**config.mk**
```make
export PLATFORM = sky130hd
export DESIGN_NAME = edge_detect_multi_flat
export DESIGN_NICKNAME = d
export VERILOG_FILES = /design/src/rtl/edge_detect_pkg.sv /design/src/rtl/edge_detect_multi_if.sv /design/src/rtl/edge_detect_chan.sv /design/src/rtl/edge_detect_multi.sv /design/src/flat_wrapper.sv
export SDC_FILE = /design/constraint.sdc
export NUM_CORES = 1
export LEC_CHECK = 0
export ABC_AREA = 0
export BUFFER_PORTS_ARGS = -buffer_cell sky130_fd_sc_hd__buf_4
export CAP_MARGIN = 20
export CORE_MARGIN = 3
export CORE_UTILIZATION = 59
export DETAILED_ROUTE_END_ITERATION = 10
export PLACE_DENSITY_LB_ADDON = 0.3
export SLEW_MARGIN = 10
export SYNTH_ARGS = -nofsm -noshare
export SYNTH_HDL_FRONTEND = slang
export SYNTH_HIERARCHICAL = 1
export SYNTH_SLANG_ARGS = --single-unit
```
**constraint.sdc**
```tcl
create_clock -name clk -period 3.2 [get_ports clk]
set_input_delay 0.32 -clock clk [delete_from_list [all_inputs] [get_ports clk]]
set_output_delay 0.32 -clock clk [all_outputs]
set_load 0.03 [all_outputs]
```
**src/rtl/edge_detect_pkg.sv**
```systemverilog
// rtl/edge_detect_pkg.sv - shared types and helpers for the multi-channel edge detector
package edge_detect_pkg;

    typedef enum logic [1:0] {
        EDGE_OFF  = 2'd0,
        EDGE_RISE = 2'd1,
        EDGE_FALL = 2'd2,
        EDGE_BOTH = 2'd3
    } edge_mode_e;

    localparam int unsigned MAX_CNT_W = 32;

    function automatic logic mode_hit(edge_mode_e mode, logic rise, logic fall);
        logic hit;
        hit = 1'b0;
        case (mode)
            EDGE_RISE: hit = rise;
            EDGE_FALL: hit = fall;
            EDGE_BOTH: hit = rise | fall;
            default:   hit = 1'b0;
        endcase
        return hit;
    endfunction

endpackage

```
**src/rtl/edge_detect_multi_if.sv**
```systemverilog
// rtl/edge_detect_multi_if.sv - per-channel input/status bundle of the edge detector
interface edge_detect_multi_if #(
    parameter int N_CH  = 4,
    parameter int CNT_W = 8
);
    import edge_detect_pkg::*;

    logic       [N_CH-1:0]            sig;
    edge_mode_e [N_CH-1:0]            mode;
    logic       [N_CH-1:0]            clr;
    logic       [N_CH-1:0]            pulse;
    logic       [N_CH-1:0]            pending;
    logic       [N_CH-1:0]            level;
    logic       [N_CH-1:0][CNT_W-1:0] count;

    modport master (output sig, mode, clr, input pulse, pending, level, count);
    modport slave  (input sig, mode, clr, output pulse, pending, level, count);

endinterface

```
**src/rtl/edge_detect_chan.sv**
```systemverilog
// rtl/edge_detect_chan.sv - one channel: sync, debounce (EDGE_DEBOUNCE_EN), detect, stretch, pending, count
module edge_detect_chan
    import edge_detect_pkg::*;
#(
    parameter int SYNC_STAGES = 2,
    parameter int PULSE_LEN   = 1,
`ifdef EDGE_DEBOUNCE_EN
    parameter int DEB_CYCLES  = 4,
`endif
    parameter int CNT_W       = 8
) (
    input  logic             clk,
    input  logic             rst,
    input  logic             armed_i,
    input  logic             sig_i,
    input  edge_mode_e       mode_i,
    input  logic             clr_i,
    output logic             pulse_o,
    output logic             pending_o,
    output logic             level_o,
    output logic [CNT_W-1:0] count_o
);
    localparam int               STR_W   = $clog2(PULSE_LEN + 1);
    localparam logic [CNT_W-1:0] CNT_MAX = {CNT_W{1'b1}};

    logic [SYNC_STAGES-1:0] sync_q, sync_d;
    logic                   filt;
    logic                   prev_q;
    logic                   det_q, det_d;
    logic [STR_W-1:0]       str_q, str_d;
    logic                   pending_q, pending_d;
    logic [CNT_W-1:0]       count_q, count_d;

    always_comb begin
        sync_d    = sync_q;
        sync_d[0] = sig_i;
        for (int i = 1; i < SYNC_STAGES; i++) begin
            sync_d[i] = sync_q[i-1];
        end
    end

`ifdef EDGE_DEBOUNCE_EN
    localparam int DEB_W = $clog2(DEB_CYCLES + 1);

    logic [DEB_W-1:0] deb_q, deb_d;
    logic             filt_q, filt_d;

    // Any cycle where the synced input agrees with filt restarts the window.
    always_comb begin
        deb_d  = '0;
        filt_d = filt_q;
        if (sync_q[SYNC_STAGES-1] != filt_q) begin
            if (deb_q == DEB_W'(DEB_CYCLES - 1)) begin
                filt_d = sync_q[SYNC_STAGES-1];
            end else begin
                deb_d = deb_q + 1'b1;
            end
        end
    end

    always_ff @(posedge clk or posedge rst) begin
        if (rst) begin
            deb_q  <= '0;
            filt_q <= 1'b0;
        end else begin
            deb_q  <= deb_d;
            filt_q <= filt_d;
        end
    end

    assign filt = filt_q;
`else
    assign filt = sync_q[SYNC_STAGES-1];
`endif

    // Detection is registered once; stretch, pending and count all act on det_q together.
    always_comb begin
        det_d = armed_i & mode_hit(mode_i, filt & ~prev_q, ~filt & prev_q);

        str_d = str_q;
        if (det_q) begin
            str_d = STR_W'(PULSE_LEN);
        end else if (str_q != '0) begin
            str_d = str_q - 1'b1;
        end

        pending_d = det_q | (pending_q & ~clr_i);

        count_d = count_q;
        if (det_q) begin
            count_d = clr_i ? CNT_W'(1) : ((count_q == CNT_MAX) ? count_q : count_q + 1'b1);
        end else if (clr_i) begin
            count_d = '0;
        end
    end

    always_ff @(posedge clk or posedge rst) begin
        if (rst) begin
            sync_q    <= '0;
            prev_q    <= 1'b0;
            det_q     <= 1'b0;
            str_q     <= '0;
            pending_q <= 1'b0;
            count_q   <= '0;
        end else begin
            sync_q    <= sync_d;
            prev_q    <= filt;
            det_q     <= det_d;
            str_q     <= str_d;
            pending_q <= pending_d;
            count_q   <= count_d;
        end
    end

    assign pulse_o   = (str_q != '0);
    assign pending_o = pending_q;
    assign level_o   = filt;
    assign count_o   = count_q;

endmodule

```
**src/rtl/edge_detect_multi.sv**
```systemverilog
// rtl/edge_detect_multi.sv - N-channel edge detector top with shared arm counter; EDGE_DEBOUNCE_EN adds debounce
module edge_detect_multi
    import edge_detect_pkg::*;
#(
    parameter int N_CH        = 4,
    parameter int SYNC_STAGES = 2,
    parameter int PULSE_LEN   = 1,
    parameter int CNT_W       = 8,
    parameter int DEB_CYCLES  = 4
) (
    input  logic               clk,
    input  logic               rst,
    edge_detect_multi_if.slave io
);
`ifdef EDGE_DEBOUNCE_EN
    localparam bit DEB_EN = 1'b1;
`else
    localparam bit DEB_EN = 1'b0;
`endif
    // The window covers the filter latency so a level already present at reset release never counts.
    localparam int ARM_LEN = SYNC_STAGES + 1 + (DEB_EN ? DEB_CYCLES : 0);
    localparam int ARM_W   = $clog2(ARM_LEN + 1);

    logic [ARM_W-1:0] arm_q, arm_d;
    logic             armed;

    assign armed = (arm_q == ARM_W'(ARM_LEN));
    assign arm_d = armed ? arm_q : arm_q + 1'b1;

    always_ff @(posedge clk or posedge rst) begin
        if (rst) begin
            arm_q <= '0;
        end else begin
            arm_q <= arm_d;
        end
    end

    logic [N_CH-1:0]            pulse_w;
    logic [N_CH-1:0]            pending_w;
    logic [N_CH-1:0]            level_w;
    logic [N_CH-1:0][CNT_W-1:0] count_w;

    for (genvar g = 0; g < N_CH; g++) begin : g_ch
        edge_detect_chan #(
            .SYNC_STAGES (SYNC_STAGES),
            .PULSE_LEN   (PULSE_LEN),
`ifdef EDGE_DEBOUNCE_EN
            .DEB_CYCLES  (DEB_CYCLES),
`endif
            .CNT_W       (CNT_W)
        ) u_chan (
            .clk       (clk),
            .rst       (rst),
            .armed_i   (armed),
            .sig_i     (io.sig[g]),
            .mode_i    (io.mode[g]),
            .clr_i     (io.clr[g]),
            .pulse_o   (pulse_w[g]),
            .pending_o (pending_w[g]),
            .level_o   (level_w[g]),
            .count_o   (count_w[g])
        );
    end

    assign io.pulse   = pulse_w;
    assign io.pending = pending_w;
    assign io.level   = level_w;
    assign io.count   = count_w;

endmodule
```
**src/flat_wrapper.sv**
```systemverilog
// flat-port wrapper written by rule: the top's interface ports become plain ports
module edge_detect_multi_flat import edge_detect_pkg::*;
#(
    parameter int N_CH        = 4,
    parameter int SYNC_STAGES = 2,
    parameter int PULSE_LEN   = 1,
    parameter int CNT_W       = 8,
    parameter int DEB_CYCLES  = 4
)
  (clk, rst, io_sig, io_mode, io_clr, io_pulse, io_pending, io_level, io_count);
  edge_detect_multi_if #(.N_CH(N_CH), .CNT_W(CNT_W)) io_i ();
  input  logic clk;
  input  logic rst;
  input wire logic [$bits(io_i.sig)-1:0] io_sig;
  input wire logic [$bits(io_i.mode)-1:0] io_mode;
  input wire logic [$bits(io_i.clr)-1:0] io_clr;
  output wire logic [$bits(io_i.pulse)-1:0] io_pulse;
  output wire logic [$bits(io_i.pending)-1:0] io_pending;
  output wire logic [$bits(io_i.level)-1:0] io_level;
  output wire logic [$bits(io_i.count)-1:0] io_count;
  assign io_i.sig = io_sig;
  assign io_i.mode = io_mode;
  assign io_i.clr = io_clr;
  assign io_pulse = io_i.pulse;
  assign io_pending = io_i.pending;
  assign io_level = io_i.level;
  assign io_count = io_i.count;
  edge_detect_multi #(.N_CH(N_CH), .SYNC_STAGES(SYNC_STAGES), .PULSE_LEN(PULSE_LEN), .CNT_W(CNT_W), .DEB_CYCLES(DEB_CYCLES)) u_core (.clk(clk), .rst(rst), .io(io_i));
endmodule
```
==> impl_metrics.csv <==
group,metric,value,unit
routing,postRouteAntennaNets,0,
critical_path,reg2regPathDepth,4,
synthesis,yosysTopAreaCell,"dfrtp_1",
synthesis,synth_async_sr_flop_share,100.0,%
layout,fin_util,75.69,%
floorplanning,num_io_pins,62,
floorplanning,start_util,61.75,%
critical_path,start_kind,"register",
timing,rsz0062_at_grt,"no",
synthesis,ys.flop_type,"dfrtp_1",
critical_path,worstPathMaxFanout,6,
critical_path,slowest_delay,0.42,ns
layout,drive_gt1_share,22.73,%
cts,clkTransAtPathRegs,0.06,ns
layout,fillers,357,
synthesis,synth_cell_types,34,
timing,timing.setup.tns,0,ns
run_status,status,"completed",
placement,dp_slack,1.599,ns
timing,slew_violations,0,
synthesis,synthTopCellsByArea,"dfrtp_1 49%, ha_1 5.9%, nor2b_1 3.4%",
global_routing,grt_max_degree,15,
placement,globalplace.congestion,0.8924,
synthesis,syn_area_per_cell,10.30,um^2
critical_path,worstSetupPathType,"reg2reg",
cts,clock-root-buffer,"clkbuf_8",
critical_path,crit_required,3.42,ns
synthesis,ys_ff_latch,58,
synthesis,synth-edff-count,0,
routing,firstDrtPassIters,4,
timing,whs,0.08920,ns
timing,fin_ws,1.586,ns
synthesis,post-synth-top-count-cell,"dfrtp_1",
hold_path,hold_path.class,"in2reg",
pwr,power_density,449.0,mW/mm^2
synthesis,syn_area,0.002955,mm^2
global_routing,grt_overflow,0,
cts,tritoncts,"built",
timing,skew,0.007671,ns
cts,cts_buffers,9,
cts,cts_buffer_depth,2,
floorplanning,die_w,76.78,um
timing,finalSetupViolCount,0,
timing,period_share,50.44,%
critical_path,slowest_stage,"dfrtp_1",
synthesis,syn_nets,319,
routing,drc_errors,0,
cts,post_cts_buffers,0,
pwr,p_leak,1.820,nW
timing,worstMarginPinSlew,0.5331,ns
global_routing,grtUsageTotal,23.14,%
synthesis,syn_inst,287,
critical_path,arrival,1.83,ns
layout,final_nets,380,
floorplanning,die-area,0.005894,mm^2
routing,avgViaCountPerCell,5.979,
placement,port_buffers,61,
critical_path,crit_chain,"ha_1 -> nand4_2 -> o211ai_1 -> mux2_1",
layout,syn2layout_area_growth,22.57,%
layout,n_antenna_cell,0,
routing,wl_per_cell,15.37,um
critical_path,path_delay_family,"flip-flops",
flow_run,max_cap_violations,0,
cts,htreeDepth,3,
cts,clock_sinks,58,
cts,cts_resized,0,
synthesis,yosysTopAreaCellShare,49.11,%
floorplanning,coreArea,0.004786,mm^2
timing,max_freq,619.5,MHz
timing,relSlewSlack,64.42,%
pwr,ir_worst_vdd,359.6,uV
critical_path,crit_path_end_kind,"register",
critical_path,crit_buf_inv,0,
global_routing,grt_pass1_wl,10.92,mm
cts,cts_hold_buf,1,
synthesis,seq_area_frac_synth,49.11,%
timing,hold_viol,0,
critical_path,cp.depth,4,
cts,clk_latency,0.33,ns
floorplanning,dieHeight,76.78,um
synthesis,yosys_warnings,6,
placement,dp_hpwl,4.525,mm
hold_path,hold_depth,1,
global_routing,grt_pass1_vias,2376,
timing,fin_crit,1.614,ns
routing,drt_iter0_drc,138,
synthesis,ys_top_cells_by_count,"58 x dfrtp_1, 24 x nand2_1, 21 x inv_1",
routing,via_count,2505,
floorplanning,rows,25,
routing,wirelength,6.439,mm
global_routing,grt_antenna_before_repair,0,
## worst paths after layout
kind	slack, ns	start	end
hold reg to reg	0.35	u_core/g_ch[1].u_chan/sync_q[0]	u_core/g_ch[1].u_chan/sync_q[1]
min in group asynchronous	0.42	rst	u_core/arm_q[1]
setup / recovery	1.59	u_core/g_ch[3].u_chan/count_o[0]	u_core/g_ch[3].u_chan/count_o[3]
hold / removal	0.09	io_sig[3]	u_core/g_ch[3].u_chan/sync_q[0]
max in group asynchronous	2.22	rst	u_core/g_ch[0].u_chan/pulse_o
setup reg to reg	1.59	u_core/g_ch[3].u_chan/count_o[0]	u_core/g_ch[3].u_chan/count_o[3]
## state kept, by name, indices dropped and copies added (netlist names)
signal                        flops
u_core/g_ch.u_chan/prev_q         4
u_core/g_ch.u_chan/pulse_o        4
u_core/arm_q                      2
u_core/g_ch.u_chan/det_q          4
u_core/g_ch.u_chan/count_o       32
u_core/g_ch.u_chan/pending_o      4
u_core/g_ch.u_chan/sync_q         8
## through the flow
stage,power [W],cell area [um^2],cells
detailed placement,0.001049,3442,403
global route,0.001700,3622,419
finish,0.001627,3622,419
floorplan,0.0009590,2955,287
global placement,0.001039,3442,403
CTS,0.001643,3622,419
## area by class of cell
cell class,count,area [um^2],share of cell area (%)
multi-input cells,196,1370,37.82
repair buffers,62,467.9,12.92
clock buffers,12,155.1,4.283
well taps,67,83.83,2.314
inverters,21,78.83,2.176
flip-flops and latches,58,1451,40.07
clock inverters,3,15.01,0.4145
## where the power goes
part	leakage [nW]	total, W	internal [W]	switching (W)
clock	0.0920	0.000590	0.000315	0.000275
sequential	0.751	0.000814	0.000771	0.0000434
combinational	0.978	0.000223	0.0000916	0.000131
total	1.82	0.00163	0.00118	0.000450
## kinds of logic (layout without fill, tap and decap cells)
logic type / Yosys count / count (layout) / synth area share (%)
xor+xnor: 1 / 1 / 0.2964
flops: 58 / 58 / 49.11
simple gates: 112 / 112 / 22.18
buf+inv: 33 / 98 / 4.530
fa+ha+maj: 14 / 14 / 5.927
compound gates: 60 / 60 / 14.56
mux: 9 / 9 / 3.387
## cell usage in the layout, fill, tap and decap left out, types with 12 or more instances in the layout
master	instances
buf_4	61
nor3_1	12
dfrtp_1	58
and3_1	12
nand3_1	16
inv_1	21
nor2b_1	16
ha_1	14
a21oi_1	12
nand2_1	24
## metal layers
layer	track usage [%]	part of all wire (%)
met5	0	0
met1	30.63	44
met2	35.37	47
met4	13.04	2.2
met3	4.930	6.6
Power figures use the tool's default switching activity.
